File: config.mk
export PLATFORM = sky130hd
export DESIGN_NAME = serial_magnitude_comparator_flat
export DESIGN_NICKNAME = d
export VERILOG_FILES = /design/src/rtl/serial_magnitude_comparator_if.sv /design/src/rtl/serial_magnitude_comparator.sv /design/src/flat_wrapper.sv
export SDC_FILE = /design/constraint.sdc
export NUM_CORES = 1
export LEC_CHECK = 0
export ABC_AREA = 1
export CAP_MARGIN = 20
export CORE_AREA = 8 8 97 55
export CTS_BUF_LIST = sky130_fd_sc_hd__clkbuf_4 sky130_fd_sc_hd__clkbuf_8
export DETAILED_ROUTE_END_ITERATION = 6
export DIE_AREA = 0 0 105 63
export GPL_TIMING_DRIVEN = 1
export HOLD_SLACK_MARGIN = 0.06
export SYNTH_ARGS = -nofsm -noshare
export SYNTH_HDL_FRONTEND = slang
export SYNTH_SLANG_ARGS = --single-unit
File: constraint.sdc
create_clock -name clk -period 1.69 [get_ports clk]
set_clock_uncertainty 0.1 [all_clocks]
set_input_delay 0.338 -clock clk [delete_from_list [all_inputs] [get_ports clk]]
set_output_delay 0.338 -clock clk [all_outputs]
set_load 0.005 [all_outputs]
File: src/rtl/serial_magnitude_comparator_if.sv
// Operand/result bundle for the serial magnitude comparator.
// The master drives the request and operands; the slave (the comparator) returns status and result flags.
interface serial_magnitude_comparator_if #(
    parameter int WIDTH = 8
);
    logic             start;
    logic [WIDTH-1:0] a_in;
    logic [WIDTH-1:0] b_in;
    logic             busy;
    logic             done;
    logic             greater;
    logic             lesser;
    logic             equal;

    modport master (
        output start, a_in, b_in,
        input  busy, done, greater, lesser, equal
    );

    modport slave (
        input  start, a_in, b_in,
        output busy, done, greater, lesser, equal
    );
endinterface

File: src/rtl/serial_magnitude_comparator.sv
// Serial unsigned magnitude comparator. Operands are compared MSB-first, one bit per clock,
// using the 1-bit comparator cell. The compare stops at the first differing bit.
//
// state | meaning
// IDLE  | waiting for start; result flags from the last compare are held
// SHIFT | comparing one operand bit per cycle, MSB first
// DONE  | one-cycle result pulse; a start here is accepted back-to-back

module comparator_1bit (
    input  logic a,
    input  logic b,
    output logic gt,
    output logic lt,
    output logic eq
);
    assign gt = a & ~b;
    assign lt = ~a & b;
    assign eq = ~(a ^ b);
endmodule

module serial_magnitude_comparator #(
    parameter int WIDTH = 8
) (
    input  logic                          clk,
    input  logic                          rst,
    serial_magnitude_comparator_if.slave  bus
);
    localparam int CW = $clog2(WIDTH) + 1;

    typedef enum logic [1:0] {
        IDLE  = 2'd0,
        SHIFT = 2'd1,
        DONE  = 2'd2
    } state_t;

    state_t          state;
    state_t          state_nxt;
    logic [WIDTH-1:0] a_sh;
    logic [WIDTH-1:0] b_sh;
    logic [CW-1:0]    cnt;
    logic             greater_q;
    logic             lesser_q;
    logic             equal_q;
    logic             cell_gt;
    logic             cell_lt;
    logic             cell_eq;
    logic             accept;
    logic             last_bit;
    logic             busy_c;
    logic             done_c;

    comparator_1bit u_cell (
        .a  (a_sh[WIDTH-1]),
        .b  (b_sh[WIDTH-1]),
        .gt (cell_gt),
        .lt (cell_lt),
        .eq (cell_eq)
    );

    // start is only honoured when no compare is in flight
    assign accept   = bus.start && (state == IDLE || state == DONE);
    assign last_bit = cell_eq && (cnt == CW'(1));

    // State register
    always_ff @(posedge clk) begin
        if (rst) state <= IDLE;
        else     state <= state_nxt;
    end

    // Next-state decode
    always_comb begin
        state_nxt = state;
        case (state)
            IDLE:    if (accept) state_nxt = SHIFT;
            SHIFT:   if (cell_gt || cell_lt || last_bit) state_nxt = DONE;
            DONE:    state_nxt = accept ? SHIFT : IDLE;
            default: state_nxt = IDLE;
        endcase
    end

    // Status outputs decoded from state
    always_comb begin
        busy_c = 1'b0;
        done_c = 1'b0;
        case (state)
            SHIFT:   busy_c = 1'b1;
            DONE:    done_c = 1'b1;
            default: ;
        endcase
    end

    // Operand shifters, bit counter and sticky result flags
    always_ff @(posedge clk) begin
        if (rst) begin
            a_sh      <= '0;
            b_sh      <= '0;
            cnt       <= '0;
            greater_q <= 1'b0;
            lesser_q  <= 1'b0;
            equal_q   <= 1'b0;
        end else if (accept) begin
            a_sh      <= bus.a_in;
            b_sh      <= bus.b_in;
            cnt       <= CW'(WIDTH);
            greater_q <= 1'b0;
            lesser_q  <= 1'b0;
            equal_q   <= 1'b0;
        end else if (state == SHIFT) begin
            if (cell_gt) begin
                greater_q <= 1'b1;
            end else if (cell_lt) begin
                lesser_q <= 1'b1;
            end else if (last_bit) begin
                equal_q <= 1'b1;
            end else begin
                a_sh <= a_sh << 1;
                b_sh <= b_sh << 1;
                cnt  <= cnt - CW'(1);
            end
        end
    end

    assign bus.busy    = busy_c;
    assign bus.done    = done_c;
    assign bus.greater = greater_q;
    assign bus.lesser  = lesser_q;
    assign bus.equal   = equal_q;
endmodule

File: src/flat_wrapper.sv
// flat-port wrapper written by rule: the top's interface ports become plain ports
module serial_magnitude_comparator_flat 
#(
    parameter int WIDTH = 8
)
  (clk, rst, bus_start, bus_a_in, bus_b_in, bus_busy, bus_done, bus_greater, bus_lesser, bus_equal);
  serial_magnitude_comparator_if #(.WIDTH(WIDTH)) bus_i ();
  input  logic clk;
  input  logic rst;
  input wire logic [$bits(bus_i.start)-1:0] bus_start;
  input wire logic [$bits(bus_i.a_in)-1:0] bus_a_in;
  input wire logic [$bits(bus_i.b_in)-1:0] bus_b_in;
  output wire logic [$bits(bus_i.busy)-1:0] bus_busy;
  output wire logic [$bits(bus_i.done)-1:0] bus_done;
  output wire logic [$bits(bus_i.greater)-1:0] bus_greater;
  output wire logic [$bits(bus_i.lesser)-1:0] bus_lesser;
  output wire logic [$bits(bus_i.equal)-1:0] bus_equal;
  assign bus_i.start = bus_start;
  assign bus_i.a_in = bus_a_in;
  assign bus_i.b_in = bus_b_in;
  assign bus_busy = bus_i.busy;
  assign bus_done = bus_i.done;
  assign bus_greater = bus_i.greater;
  assign bus_lesser = bus_i.lesser;
  assign bus_equal = bus_i.equal;
  serial_magnitude_comparator #(.WIDTH(WIDTH)) u_core (.clk(clk), .rst(rst), .bus(bus_i));
endmodule
==> flow_summary.ini, run 1 <==
[timing]
min_period_ns = 1.57
finalSetupViolCount = 0
finalHoldViolations = 0
tns_ns = 0
finalMaxSlewViolations = 0
slew_headroom = 0.805
clock.fmax_mhz = 637
grt_setup_unrepaired = false
worst_slew_pin_slew_ns = 0.289
fin_crit_sh = 0.929

[yosys]
ys_warn_count = 0
syn_area_per_cell_um2 = 7.69
ys_seq_area_frac = 0.374
synth_nets = 197
ys_types = 30
yosys.area_share.simple = 0.363
synth_compound_area_frac = 0.131
synthMuxAreaShare = 0
synth-xor-area-share = 0.00654
ys_ff_latch = 25
synthAdderAreaFrac = 0.0374
syn_inst = 174
synthesis.area_um2 = 1340
synth_top_family_by_area = simple AND/OR/NAND/NOR gates

[finish]
area_delta_synth_final_pct = 31.1
drive_gt1_frac = 0.238
final_cells = 263
fin_nets = 230
filler_cell_count = 431
fin_area_um2 = 1760
diodes = 0

[clock_tree]
cts.hold.buffers_added = 0
clockRootBuffer = clkbuf_8
path_clk_slew_ns = 0.09
htreeDepth = 1
cts_sinks = 25
tritoncts = done
cts_made_buffers = 3
ctsLongestPathBuffers = 2
clock_latency_ns = 0.27

[critical_path]
start_kind = flop
crit_arrival_ns = 1.13
crit_required_ns = 1.25
cp_cell_sequence = buf_4 > nor2_1 > dlygate4sd2_1
cp_num_buf_inv = 2
r2r_cells = 7
crit_path_end_kind = output pin
crit_path_max_incr_delay_ns = 0.34
crit-reg2reg-launch = u_core.a_sh[7]
critical_path_class = flop to output pin
regToRegEndpoint = u_core.a_sh[3]
crit_path_max_fanout = 3
critical_path.top_delay_family = buffers and inverters
cp_slowest_cell = dfxtp_2
r2r_setup_slack_ns = 0.17

[placed_design]
place_area_um2 = 1700
place.gp.congestion = 0.727
dp.cells = 258
port-buffer-count = 23
hpwl_um = 2280

[detailed_routing]
wirelength_um = 2980
drt_first_pass_iters = 4
ant_nets = 0
vias = 1131
routed_via_density = 4.30
wire_per_inst_um = 11.3
drt-initial-drc-count = 24
drc_errors = 0

[power]
p_per_area_nw_per_um2 = 825
p_leak_uw = 0.000708
worst_ir_drop_vdd_v = 0.000355

[worst_hold_path]
min_from = u_core.bus.greater
hp-class = flop to flop
hold_end = u_core.bus.greater
hold_path_depth = 2

[run_status]
status = completed

[grt]
grt_pass1_vias = 1065
grtUsageTotal = 0.0921
grt_max_degree = 28
grt-ovfl-total = 0
antenna_found_initial = 0
grt_pass1_wl_um = 5080

[die]
coreArea_um2 = 4080
rows = 17
die_area_um2 = 6620
fp.dieH_um = 63
start_util = 0.328
die_x_um = 105
io_pins = 24

[run]
maxCapViolCount = 0
==> layer usage <==
layer  wire (um)  GRT usage  share of wire
met1        1670      0.135           0.56
met2        1120      0.124           0.38
met3         174     0.0350          0.058
met4          12     0.0106         0.0040
met5           0          0              0
==> cell usage after synthesis (all sizes together) <==
master,instances,area (um2)
a21boi,1,7.51
a21oi,17,119
a31oi,1,6.26
buf,6,62.6
clkbuf,2,7.51
dfxtp,25,500
ha,4,50.1
inv,13,48.8
nand2,56,264
nand3,20,118
nand4,1,6.26
nor2,17,81.3
nor3,2,10.0
nor4,1,6.26
o21a,3,22.5
o21ai,4,20.0
xor2,1,8.76
==> where the power goes <==
group          internal (uW)  switching [uW]
Combinational            194             215
Clock                    185             188
Sequential               636            31.2
Total                   1010             434
==> cells in the final DEF (no fill, tap or decap), drive strengths merged <==
master / instances
a21oi: 17
a31oi: 1
nor3: 2
clkdlybuf4s50: 21
xor2: 1
nor4: 1
nand4: 1
o21ai: 4
nor2: 17
dfxtp: 25
nand2: 56
nand3: 20
o21a: 3
buf: 13
ha: 4
dlygate4sd2: 2
inv: 13
clkbuf: 4
a21boi: 1
==> flip-flops by register name, summed over array words and instances, names as in the netlist <==
name,flops
u_core.a_sh,8
u_core.b_sh,8
u_core.cnt,4
u_core.state,2
u_core.bus.equal,1
u_core.bus.greater,1
u_core.bus.lesser,1
==> what timing repair did <==
action / CTS / global route
endpoints found under the setup margin: 2 / 2
gates resized for setup: 4 / 1
setup buffers: 1 / 0
hold endpoints to repair: 0 / 0
pin swaps: 0 / 0
gates cloned: 0 / 0
==> final cells by class <==
cell class / instances / area (um2) / share of cell area
Multi-Input combinational cell: 128 / 719 / 0.410
Clock buffer: 4 / 48.8 / 0.0278
Inverter: 13 / 48.8 / 0.0278
Tap cell: 57 / 71.3 / 0.0406
Timing Repair Buffer: 36 / 363 / 0.207
Sequential cell: 25 / 504 / 0.287
==> worst register-to-register path, delay by kind of cell, from the launching register on <==
kind | cells | cell delay, ns
adder cells (fa/ha/maj) | 1 | 0.32
flip-flops | 1 | 0.37
buffers and inverters | 1 | 0.05
AND/OR/NAND/NOR | 4 | 0.41
AO/OA/AOI/OAI | 1 | 0.18
==> kinds of logic after synthesis <==
group,count (synthesis)
adder cells (fa/ha/maj),4
AO/OA/AOI/OAI,26
buffers and inverters,21
flip-flops,25
AND/OR/NAND/NOR,97
XOR/XNOR,1
==> through the flow <==
step | total power (uW) | setup WS, ns | hold slack, ns | utilization
2_1_floorplan | 957 | 0.185 | 0.346 | -
3_3_place_gp | 1090 | 0.0584 | 0.343 | 0.416
3_5_place_dp | 1090 | 0.0513 | 0.344 | 0.416
4_1_cts | 1470 | 0.103 | 0.358 | 0.430
5_1_grt | 1540 | 0.0158 | 0.379 | 0.430
6_report | 1450 | 0.121 | 0.356 | 0.430
==> worst max path at each step <==
| stage | startpoint | to | depth (start not counted) |
|---|---|---|---|
| 4_1_cts | u_core.state[1] | bus_busy | 3 |
| 2_1_floorplan | u_core.b_sh[7] | u_core.b_sh[1] | 9 |
| 6_report | u_core.state[1] | bus_busy | 3 |
| 3_5_place_dp | bus_start | u_core.a_sh[3] | 6 |
| 5_1_grt | u_core.a_sh[7] | u_core.a_sh[1] | 7 |
| 3_3_place_gp | bus_start | u_core.a_sh[1] | 6 |
Power figures use the tool's default switching activity.
==> run 2, diff against run 1 <==
--- a/config.mk
+++ b/config.mk
@@ -7,12 +7,13 @@
 export LEC_CHECK = 0
 export ABC_AREA = 1
 export CAP_MARGIN = 20
-export CORE_AREA = 8 8 97 55
+export CORE_AREA = 8 8 113 63
 export CTS_BUF_LIST = sky130_fd_sc_hd__clkbuf_4 sky130_fd_sc_hd__clkbuf_8
 export DETAILED_ROUTE_END_ITERATION = 6
-export DIE_AREA = 0 0 105 63
+export DIE_AREA = 0 0 121 71
 export GPL_TIMING_DRIVEN = 1
 export HOLD_SLACK_MARGIN = 0.06
+export SLEW_MARGIN = 20
 export SYNTH_ARGS = -nofsm -noshare
 export SYNTH_HDL_FRONTEND = slang
 export SYNTH_SLANG_ARGS = --single-unit
==> run 2 against run 1 <==
Die area increased by 30%. Core utilization decreased by 12 points. Hold slack got worse by 0.0027 ns. Sequential power is essentially flat. Total power fell by 0.55%. Register-to-register slack lost 0.08 ns. Via count is 3.6% higher. Critical path depth is 6 higher. Clock power hardly changed. First-iteration DRC count grew to 3.2 times the previous value. Non-clock buffer count shrank 4. Critical path type is now flop to flop.
==> flow_summary.ini, run 2 (synthesized netlist as in run 1, its figures left out) <==
[run_status]
status = completed

[critical_path]
critical_path_class = flop to flop
start_kind = flop
cp_cell_sequence = inv_1 > ha_1 > inv_2 > nand3_2 > nor2_4 > nand2_4 > nand2_8 > nand2_1 > a21oi_1
crit_path_max_incr_delay_ns = 0.37
crit_arrival_ns = 1.71
crit_path_end_kind = flop
crit_required_ns = 1.80
crit_path_max_fanout = 18
cp_slowest_cell = dfxtp_2

[detailed_routing]
wirelength_um = 3180
wl_met3_um = 240
dr.max_layer_used = met4
drc_errors = 0
wl_met1_um = 1730
vias = 1172
dr_wl_met2_um = 1180
wire_per_inst_um = 11.4
routed_via_density = 4.20
drt-initial-drc-count = 76
ant_nets = 0
drt_first_pass_iters = 4

[finish]
final_cells = 279
area_delta_synth_final_pct = 30.3
largestRegisters = u_core.a_sh (8), u_core.b_sh (8), u_core.cnt (4)
layout_common_cells = 44 x nand2_1, 22 x dfxtp_1, 21 x clkdlybuf4s50_1, 18 x nand3_1, 13 x nor2_1
drive_gt1_frac = 0.233
fin_nets = 226
filler_cell_count = 608
layout_commonest_cell = nand2_1
diodes = 0

[timing]
worst_slew_pin_slew_ns = 0.307
fin_crit_sh = 0.947
finalSetupViolCount = 0
tns_ns = 0
slew_headroom = 0.793
grt_setup_unrepaired = false
clock.fmax_mhz = 625
finalHoldViolations = 0
finalMaxSlewViolations = 0
min_period_ns = 1.60

[placed_design]
place.gp.congestion = 0.727
hpwl_um = 2410
port-buffer-count = 23
dp.cells = 274

[power]
power_frac_seq = 0.463
p_sw_frac = 0.306
clkPwrFrac = 0.260
p_leak_uw = 0.000685
power.share.combinational = 0.277
netSwitchingPower_uw = 440
intPower_uw = 1000
worst_ir_drop_vdd_v = 0.000281
p_per_area_nw_per_um2 = 826

[grt]
grtUsageTotal = 0.0783
grt_max_degree = 25
grt_pass1_vias = 1072
grt_pass1_wl_um = 5370
grt-ovfl-total = 0
antenna_found_initial = 0

[clock_tree]
cts_made_buffers = 3
ctsLongestPathBuffers = 2
path_clk_slew_ns = 0.09
clockRootBuffer = clkbuf_8
cts.hold.buffers_added = 0
htreeDepth = 1
cts_sinks = 25
tritoncts = done
clock_latency_ns = 0.27

[die]
coreArea_um2 = 5680
die_area_um2 = 8590
io_pins = 24
fp.dieH_um = 71
rows = 20
die_x_um = 121
start_util = 0.236

[run]
maxCapViolCount = 0

[worst_hold_path]
hp-class = flop to flop
## run 2: cell count changes in the layout (fill, tap and decap cells not counted)
cell,delta
buf_4,-4
buf_12,-1
buf_6,+1
inv_1,-1
inv_2,+1
nor2_1,-1
nor2_2,+1
## run 2: timing repair
| item | 4_1_cts | 5_1_grt |
|---|---|---|
| setup buffers | 1 | 0 |
| endpoints found under the setup margin | 2 | 6 |
| pin swaps | 0 | 1 |
| gates resized for setup | 5 | 3 |
## run 2: worst max-delay path, delay by kind of cell, from the launching register on
family                     cells  cell delay, ns
AOI/OAI and AO/OA              1            0.13
and+or+nand+nor                5            0.63
DFF                            1            0.37
buffers and inverters          2            0.12
adders and majority gates      1            0.20
## run 2: through the flow
step / setup slack (ns) / instance area (um2) / util / hold slack (ns) / power [uW]
after floorplan: 0.185 / 1340 / - / 0.346 / 957
after global placement: -0.00706 / 1680 / 0.296 / 0.350 / 1070
after detailed placement: -0.0463 / 1680 / 0.296 / 0.343 / 1080
after CTS: 0.0648 / 1740 / 0.306 / 0.357 / 1460
after global routing: 0.00230 / 1740 / 0.307 / 0.372 / 1540
final: 0.0904 / 1740 / 0.307 / 0.354 / 1440
## run 2: worst paths after layout
| path | startpoint | cells past startpoint | slack (ns) | to |
|---|---|---|---|---|
| worst max-delay path | u_core.b_sh[7] | 9 | 0.09 | u_core.a_sh[4] |
| worst min-delay path | u_core.bus.greater | 2 | 0.35 | u_core.bus.greater |
| worst max register to register | u_core.b_sh[7] | 9 | 0.09 | u_core.a_sh[4] |
| worst min register to register | u_core.bus.greater | 2 | 0.35 | u_core.bus.greater |
## run 2: power groups by stage
| stage | registers, uW | clock network [uW] | logic, uW |
|---|---|---|---|
| floorplan | 673 | 0 | 283 |
| global placement | 680 | 0 | 390 |
| detailed placement | 680 | 0 | 395 |
| CTS | 667 | 394 | 398 |
| global route | 672 | 418 | 445 |
| finish | 667 | 374 | 400 |
## run 2: layout make-up
class / instances / area [um2] / share of cell area
Clock buffer: 4 / 48.8 / 0.0280
Timing Repair Buffer: 32 / 324 / 0.186
Inverter: 13 / 48.8 / 0.0280
Sequential cell: 25 / 504 / 0.289
Tap cell: 77 / 96.3 / 0.0552
Multi-Input combinational cell: 128 / 722 / 0.414
## run 2: metal layers
metal  global-route usage  vias to the layer above
met5                    0                        -
met4               0.0206                        0
met3               0.0381                        5
met2               0.0956                       21
met1                0.114                      530
li1                     -                      616
